[src/rtl/alu_arbiter_pkg.sv]
// Shared constants for the ALU arbiter: datapath width, ALU opcodes, FSM state codes.
package alu_arbiter_pkg;

   localparam int unsigned WIDTH_DEF = 8;

   localparam logic [1:0] ALU_ADD = 2'b00;
   localparam logic [1:0] ALU_SUB = 2'b01;
   localparam logic [1:0] ALU_SHL = 2'b10;
   localparam logic [1:0] ALU_AND = 2'b11;

   localparam logic [1:0] ST_IDLE = 2'b00;
   localparam logic [1:0] ST_EXEC = 2'b01;
   localparam logic [1:0] ST_RESP = 2'b10;

endpackage

[src/rtl/alu_arbiter_rr_pick2.sv]
// Combinational 2-way round-robin selector: on a tie the requester that was
// not granted last wins, otherwise the sole requester wins.
module rr_pick2
   import alu_arbiter_pkg::*;
(
   input  logic [1:0] req,
   input  logic [0:0] last,
   output logic [1:0] gnt,
   output logic       gnt_idx
);

   // Pick the winner index, then expand to a one-hot (or zero) grant
   always_comb begin
      gnt     = '0;
      gnt_idx = 1'b0;
      if (req == 2'b11) begin
         gnt_idx = ~last[0];
      end else begin
         gnt_idx = req[1];
      end
      if (|req) begin
         gnt[gnt_idx] = 1'b1;
      end
   end

endmodule

[src/rtl/alu_arbiter.sv]
// Shares one external combinational ALU between two requesters, one
// operation at a time, in round-robin order (IDLE -> EXEC -> RESP).
module alu_arbiter
   import alu_arbiter_pkg::*;
#(
   parameter int unsigned WIDTH = WIDTH_DEF
) (
   input  logic             clk,
   input  logic             rst,
   input  logic [1:0]       req_valid,
   output logic [1:0]       req_ready,
   input  logic [WIDTH-1:0] req_a0,
   input  logic [WIDTH-1:0] req_b0,
   input  logic [1:0]       req_op0,
   input  logic [WIDTH-1:0] req_a1,
   input  logic [WIDTH-1:0] req_b1,
   input  logic [1:0]       req_op1,
   output logic [1:0]       rsp_valid,
   input  logic [1:0]       rsp_ready,
   output logic [WIDTH-1:0] rsp_data,
   output logic [WIDTH-1:0] alu_a,
   output logic [WIDTH-1:0] alu_b,
   output logic [1:0]       alu_op,
   input  logic [WIDTH-1:0] alu_res
);

   logic [1:0]       r_state;
   logic [0:0]       r_last;
   logic             r_owner;
   logic [WIDTH-1:0] r_a;
   logic [WIDTH-1:0] r_b;
   logic [1:0]       r_op;
   logic [WIDTH-1:0] r_data;

   logic [1:0]       w_gnt;
   logic             w_gnt_idx;
   logic [WIDTH-1:0] w_a;
   logic [WIDTH-1:0] w_b;
   logic [1:0]       w_op;

   rr_pick2 u_pick (
      .req     (req_valid),
      .last    (r_last),
      .gnt     (w_gnt),
      .gnt_idx (w_gnt_idx)
   );

   // Operand/opcode of whichever requester currently wins arbitration
   always_comb begin
      w_a  = w_gnt_idx ? req_a1  : req_a0;
      w_b  = w_gnt_idx ? req_b1  : req_b0;
      w_op = w_gnt_idx ? req_op1 : req_op0;
   end

   // FSM, operand registers and held response register
   always_ff @(posedge clk) begin
      if (rst) begin
         r_state <= ST_IDLE;
         r_last  <= 1'b1;
         r_owner <= 1'b0;
         r_a     <= '0;
         r_b     <= '0;
         r_op    <= ALU_ADD;
         r_data  <= '0;
      end else begin
         case (r_state)
            ST_IDLE: begin
               if (|req_valid) begin
                  r_a     <= w_a;
                  r_b     <= w_b;
                  r_op    <= w_op;
                  r_owner <= w_gnt_idx;
                  r_last  <= w_gnt_idx;
                  r_state <= ST_EXEC;
               end
            end
            ST_EXEC: begin
               r_data  <= alu_res;
               r_state <= ST_RESP;
            end
            ST_RESP: begin
               if (rsp_ready[r_owner]) begin
                  r_state <= ST_IDLE;
               end
            end
            default: r_state <= ST_IDLE;
         endcase
      end
   end

   // Handshake outputs: grants only in IDLE, response valid only in RESP
   always_comb begin
      req_ready = '0;
      rsp_valid = '0;
      if (r_state == ST_IDLE) begin
         req_ready = w_gnt;
      end
      if (r_state == ST_RESP) begin
         rsp_valid[r_owner] = 1'b1;
      end
   end

   assign rsp_data = r_data;
   assign alu_a    = r_a;
   assign alu_b    = r_b;
   assign alu_op   = r_op;

endmodule

[config.mk]
export PLATFORM = sky130hd
export DESIGN_NAME = alu_arbiter
export DESIGN_NICKNAME = d
export VERILOG_FILES = /design/src/rtl/alu_arbiter_pkg.sv /design/src/rtl/alu_arbiter_rr_pick2.sv /design/src/rtl/alu_arbiter.sv
export SDC_FILE = /design/constraint.sdc
export NUM_CORES = 1
export LEC_CHECK = 0
export CAP_MARGIN = 20
export CORE_MARGIN = 2
export CORE_UTILIZATION = 36
export CTS_BUF_LIST = sky130_fd_sc_hd__clkbuf_2 sky130_fd_sc_hd__clkbuf_4 sky130_fd_sc_hd__clkbuf_8
export DETAILED_ROUTE_END_ITERATION = 7
export GPL_TIMING_DRIVEN = 0
export HOLD_SLACK_MARGIN = 0.03
export PLACE_DENSITY_LB_ADDON = 0.2
export RECOVER_POWER = 100
export SYNTH_ARGS = -nofsm -noshare
export SYNTH_HDL_FRONTEND = slang
export SYNTH_SLANG_ARGS = --single-unit
export TNS_END_PERCENT = 100
[constraint.sdc]
create_clock -name clk -period 1.2 [get_ports clk]
set_clock_uncertainty 0.05 [all_clocks]
set_input_delay 0.24 -clock clk [delete_from_list [all_inputs] [get_ports clk]]
set_output_delay 0.24 -clock clk [all_outputs]
set_load 0.005 [all_outputs]
Word-level counts from Yosys, hierarchy flattened
Cells that the tools add are included.
- flip-flop bits (word level): 30
- bits of input ports: 50
- output and inout port bits: 30
- word-level logic and storage cells: 39
- $lt $le $gt $ge: 4
- eq/ne operators: 5
- muxes and demuxes: 16
- bitwise gates (word level): 1
- reduce and logical (&&, ||, !) cells: 6
- operator list (kind ; count):
    two-way mux 8 bit ; 2
    two-way mux 2 bit ; 6
    one-hot mux 2 bit (3 select lines) ; 1
    two-way mux 1 bit ; 5
    equality test 2 bit (second input constant) ; 2
    < comparator 1 x 2 -> 1 bit (second input constant) ; 2
    != test 2 bit (second input constant) ; 2
    AND reduction 2 bit ; 2
    demux 1 bit (select 1 bit) ; 2
    equality test 2 x 1 -> 1 bit (second input constant) ; 1
    >= comparator 1 bit (second input constant) ; 2
    logical AND 1 bit ; 2
    logical NOT 2 bit ; 1
    OR reduction 2 bit ; 1
    NOT 1 bit ; 1

Longest topological paths before layout
- depth in word-level cells: 8
- depth in mapped cells: 5
- depth with buffers taken out: 4

By module
From an unflattened synthesis, not the netlist that was laid out.
- cell total of the unflattened synthesis: 144
- area, all modules: 1345.0 µm²
- modules (own cells, without submodules) (module ; times used ; cells each ; area an instance (µm²) ; seq. area each (µm²)):
    alu_arbiter ; 1 ; 140 ; 1318.8 ; 600.6
    rr_pick2 ; 1 ; 4 ; 26.3 ; 0.0

Worst setup path after synthesis
Ideal clock, no wire load.
- path kind: register to register
- from: register r_state[0]
- to: register r_a[6], in the netlist alu_a[6]
- library setup time: 139 ps
- data arrival time: 1014 ps
- required time: 1011 ps
- setup slack: -4 ps
- cell stages (with the launch flop): 5
- buffers on the path: 1
- clock period less this slack: 1204 ps
- cell sequence: dfxtp_1 or2_4 nor2_8 buf_6 a311oi_2
- cells in the longest elaborated chain, start to end: 2
- ends and longest elaborated chain (item ; RTL line ; source):
    start: declaration ; alu_arbiter.sv:27 ; logic [1:0] r_state;
    start signal: assignment ; alu_arbiter.sv:58 ; r_state <= ST_IDLE;
    start signal: assignment ; alu_arbiter.sv:74 ; r_state <= ST_EXEC;
    start signal: assignment ; alu_arbiter.sv:79 ; r_state <= ST_RESP;
    logical NOT 2 bit ; alu_arbiter.sv:66 ; case (r_state)
    AND reduction 2 bit (no line) ; n/a ;
    end signal: assignment ; alu_arbiter.sv:69 ; r_a <= w_a;
    end: declaration ; alu_arbiter.sv:30 ; logic [WIDTH-1:0] r_a;
Every way passes these cells.
A chain may end at the register's enable or synchronous reset.

Worst setup path after layout
- from: register r_state[0]
- to: output port req_ready[0]
- cells in the longest elaborated chain, start to end: 2
- ends and longest elaborated chain (item ; RTL line ; source):
    logical NOT 2 bit ; alu_arbiter.sv:95 ; if (r_state == ST_IDLE) begin
    two-way mux 2 bit ; alu_arbiter.sv:95 ;
    end: declaration ; alu_arbiter.sv:11 ; output logic [1:0] req_ready,
Every way passes these cells.

==> metrics.csv <==
metric,value,unit
status,"complete, but fails checks",
violations,negative setup slack,
worst_pin_slew,0.690,ns
slowest_stage,dfxtp_4,
via_count,1579,
maxSlewHeadroom,54.0,%
rows,23,
crit_chain,nor2_4 -> nand2_2 -> nor2_2 -> buf_2,
critPathMaxStageDelay,0.37,ns
place_congestion,0.724,
syn_nets,212,
slew_violations,0,
hold_buffers,0,
cts.clk_slew.worst_paths,0.06,ns
overflow,0,
ys_ff_latch,30,
worst-path-buf-inv,1,
setup_slack,-0.213,ns
nets,318,
hold_class,in2reg,
die_w,67.6,um
fmax,708,MHz
drtAntennaViolNets,0,
viasPerCell,4.95,
grt_pass1_wl,7270,um
antenna_cells,0,
ctsHtreeMaxLevel,2,
root_buffer,clkbuf_8,
cts_buffers,5,
setup-tns-final,-2.93,ns
crit_required,0.91,ns
track_usage,21.5,%
drtIter0Drc,96,
areaGrowthSynthToFinish,91.5,%
critPathLaunchType,flop,
synth_warnings,0,
r2r_setup_slack,-0.16,ns
grt_antenna_before_repair,0,
grt_max_degree,11,
critPathMaxFanout,7,
clock-sinks,30,
critical-path-top-delay-family,flip-flops,
initial_utilization,36.9,%
netlist_area,0.00146,mm2
num_io_pins,80,
drc,0,
yosysUniqueCellTypes,33,
post-route-min-period,1.41,ns
drt-pass1-iter-count,4,
finalSetupViolCount,22,
crit_path_end_kind,primary output,
rsz0062_at_grt,true,
power,3270,uW
peakVddDrop,692,uV
drive_gt1_share,37.9,%
grt_pass1_vias,1504,
drv_cap,0,
p_leak,0.00118,uW
power_density,1170,mW/mm2
port_buffers,78,
critPathKind,reg2out,
die_area,0.00457,mm2
crit_arrival,1.12,ns
min_period_over_period,118,%
hpwl,2810,um
syn_inst,162,
wl,4710,um
wl_per_cell,14.8,um
final_core_util,70.7,%
core_region_area,0.00394,mm2
finalHoldViolations,0,
cts_tree,built,
dieHeight,67.6,um
cts_max_path_buffers,2,
yosysSeqAreaShare,41.3,%
clock_latency,0.28,ns
syn_avg_cell_area,8.98,um2
state kept, by name, summed over array words and instances (netlist names):
signal    cells
alu_a         8
alu_b         8
alu_op        2
r_last        1
r_owner       1
r_state       2
rsp_data      8
routing by layer:
layer	GRT usage [%]	part of all wire [%]	up-vias
met5	0	0	-
met2	35.7	49	49
met3	6.00	7.0	9
met1	26.4	42	730
met4	7.65	1.5	0
li1	-	-	791
cells in the mapped netlist, drive strengths merged:
library cell	count	area [um2]
a211o	1	8.76
a21bo	1	10.0
a21boi	1	11.3
a21oi	24	143
a311oi	14	185
a31oi	4	25.0
and3b	1	8.76
buf	11	108
clkbuf	3	11.3
clkinv	1	3.75
dfxtp	30	601
mux2i	1	10.0
nand2	46	173
nand2b	1	6.26
nand3	4	20.0
nand3b	1	7.51
nand4	4	25.0
nor2	5	45.1
nor2b	1	6.26
nor3b	1	7.51
o21ai	5	25.0
or2	2	15.0
where the power goes:
part / switching (uW) / internal, uW / leakage, uW / total, uW
Clock: 384 / 579 / 0.0000575 / 962
Combinational: 457 / 665 / 0.000867 / 1120
Sequential: 73.8 / 1110 / 0.000251 / 1180
final cells by class:
type / instances / area [um2]
inverter: 1 / 5.00
timing repair buffer: 100 / 1010
sequential: 30 / 618
fill: 319 / 1160
multi-input combinational: 117 / 842
clock buffer: 8 / 110
buffer: 13 / 139
tap: 50 / 62.6
timing repair:
item | 4_1_cts | 5_1_grt
setup buffers | 16 | 5
resized for setup | 86 | 32
gates cloned | 3 | 0
endpoints found under the setup margin | 50 | 26
pin swaps | 15 | 24
cells by family (layout without fill, tap and decap cells):
family,after synthesis,count (layout),share of synthesized area (%)
buffers and inverters,15,122,8.43
DFF,30,30,41.3
AOI/OAI and AO/OA,50,50,28.0
and+or+nand+nor,66,66,21.6
muxes,1,1,0.688
worst register-to-register path, cell delays in order, from the launching register on:
cell and delay [ns]:
dfxtp_2 0.33, buf_4 0.13, a21bo_1 0.17, buf_6 0.13, buf_12 0.12, buf_12 0.13, nand2_4 0.06, a311oi_2 0.08
layout by cell type, fill, tap and decap left out, types with 5 or more instances in the layout:
| cell type | instances |
|---|---|
| a21oi_1 | 13 |
| a21oi_2 | 10 |
| a311oi_2 | 12 |
| buf_12 | 5 |
| buf_4 | 7 |
| buf_6 | 16 |
| clkbuf_8 | 8 |
| clkdlybuf4s50_1 | 46 |
| dfxtp_1 | 20 |
| dfxtp_2 | 8 |
| dlygate4sd2_1 | 25 |
| nand2_1 | 33 |
| nand2_2 | 9 |
path summary, 6_finish.rpt:
check / to / startpoint / cells after the start
worst min-delay path: r_state[0]$_SDFFE_PP0P_ / rst / 2
worst max-delay path: req_ready[0] / r_state[0]$_SDFFE_PP0P_ / 4
worst max register to register: alu_a[7]$_SDFFE_PP0P_ / r_last$_SDFFE_PP1P_ / 7
worst min register to register: rsp_data[6]$_SDFFE_PP0N_ / rsp_data[6]$_SDFFE_PP0N_ / 2
metrics by stage:
step                instance area (um2)  hold WS, ns  std cells  worst slack [ns]
detailed placement                 2300        0.400        290            -0.907
CTS                                2710        0.282        317            -0.229
floorplan                          1460        0.326        162           0.00611
global route                       2790        0.340        319            -0.255
finish                             2790        0.288        319            -0.213
global placement                   2300        0.392        290            -0.893
Power figures use the tool's default switching activity.
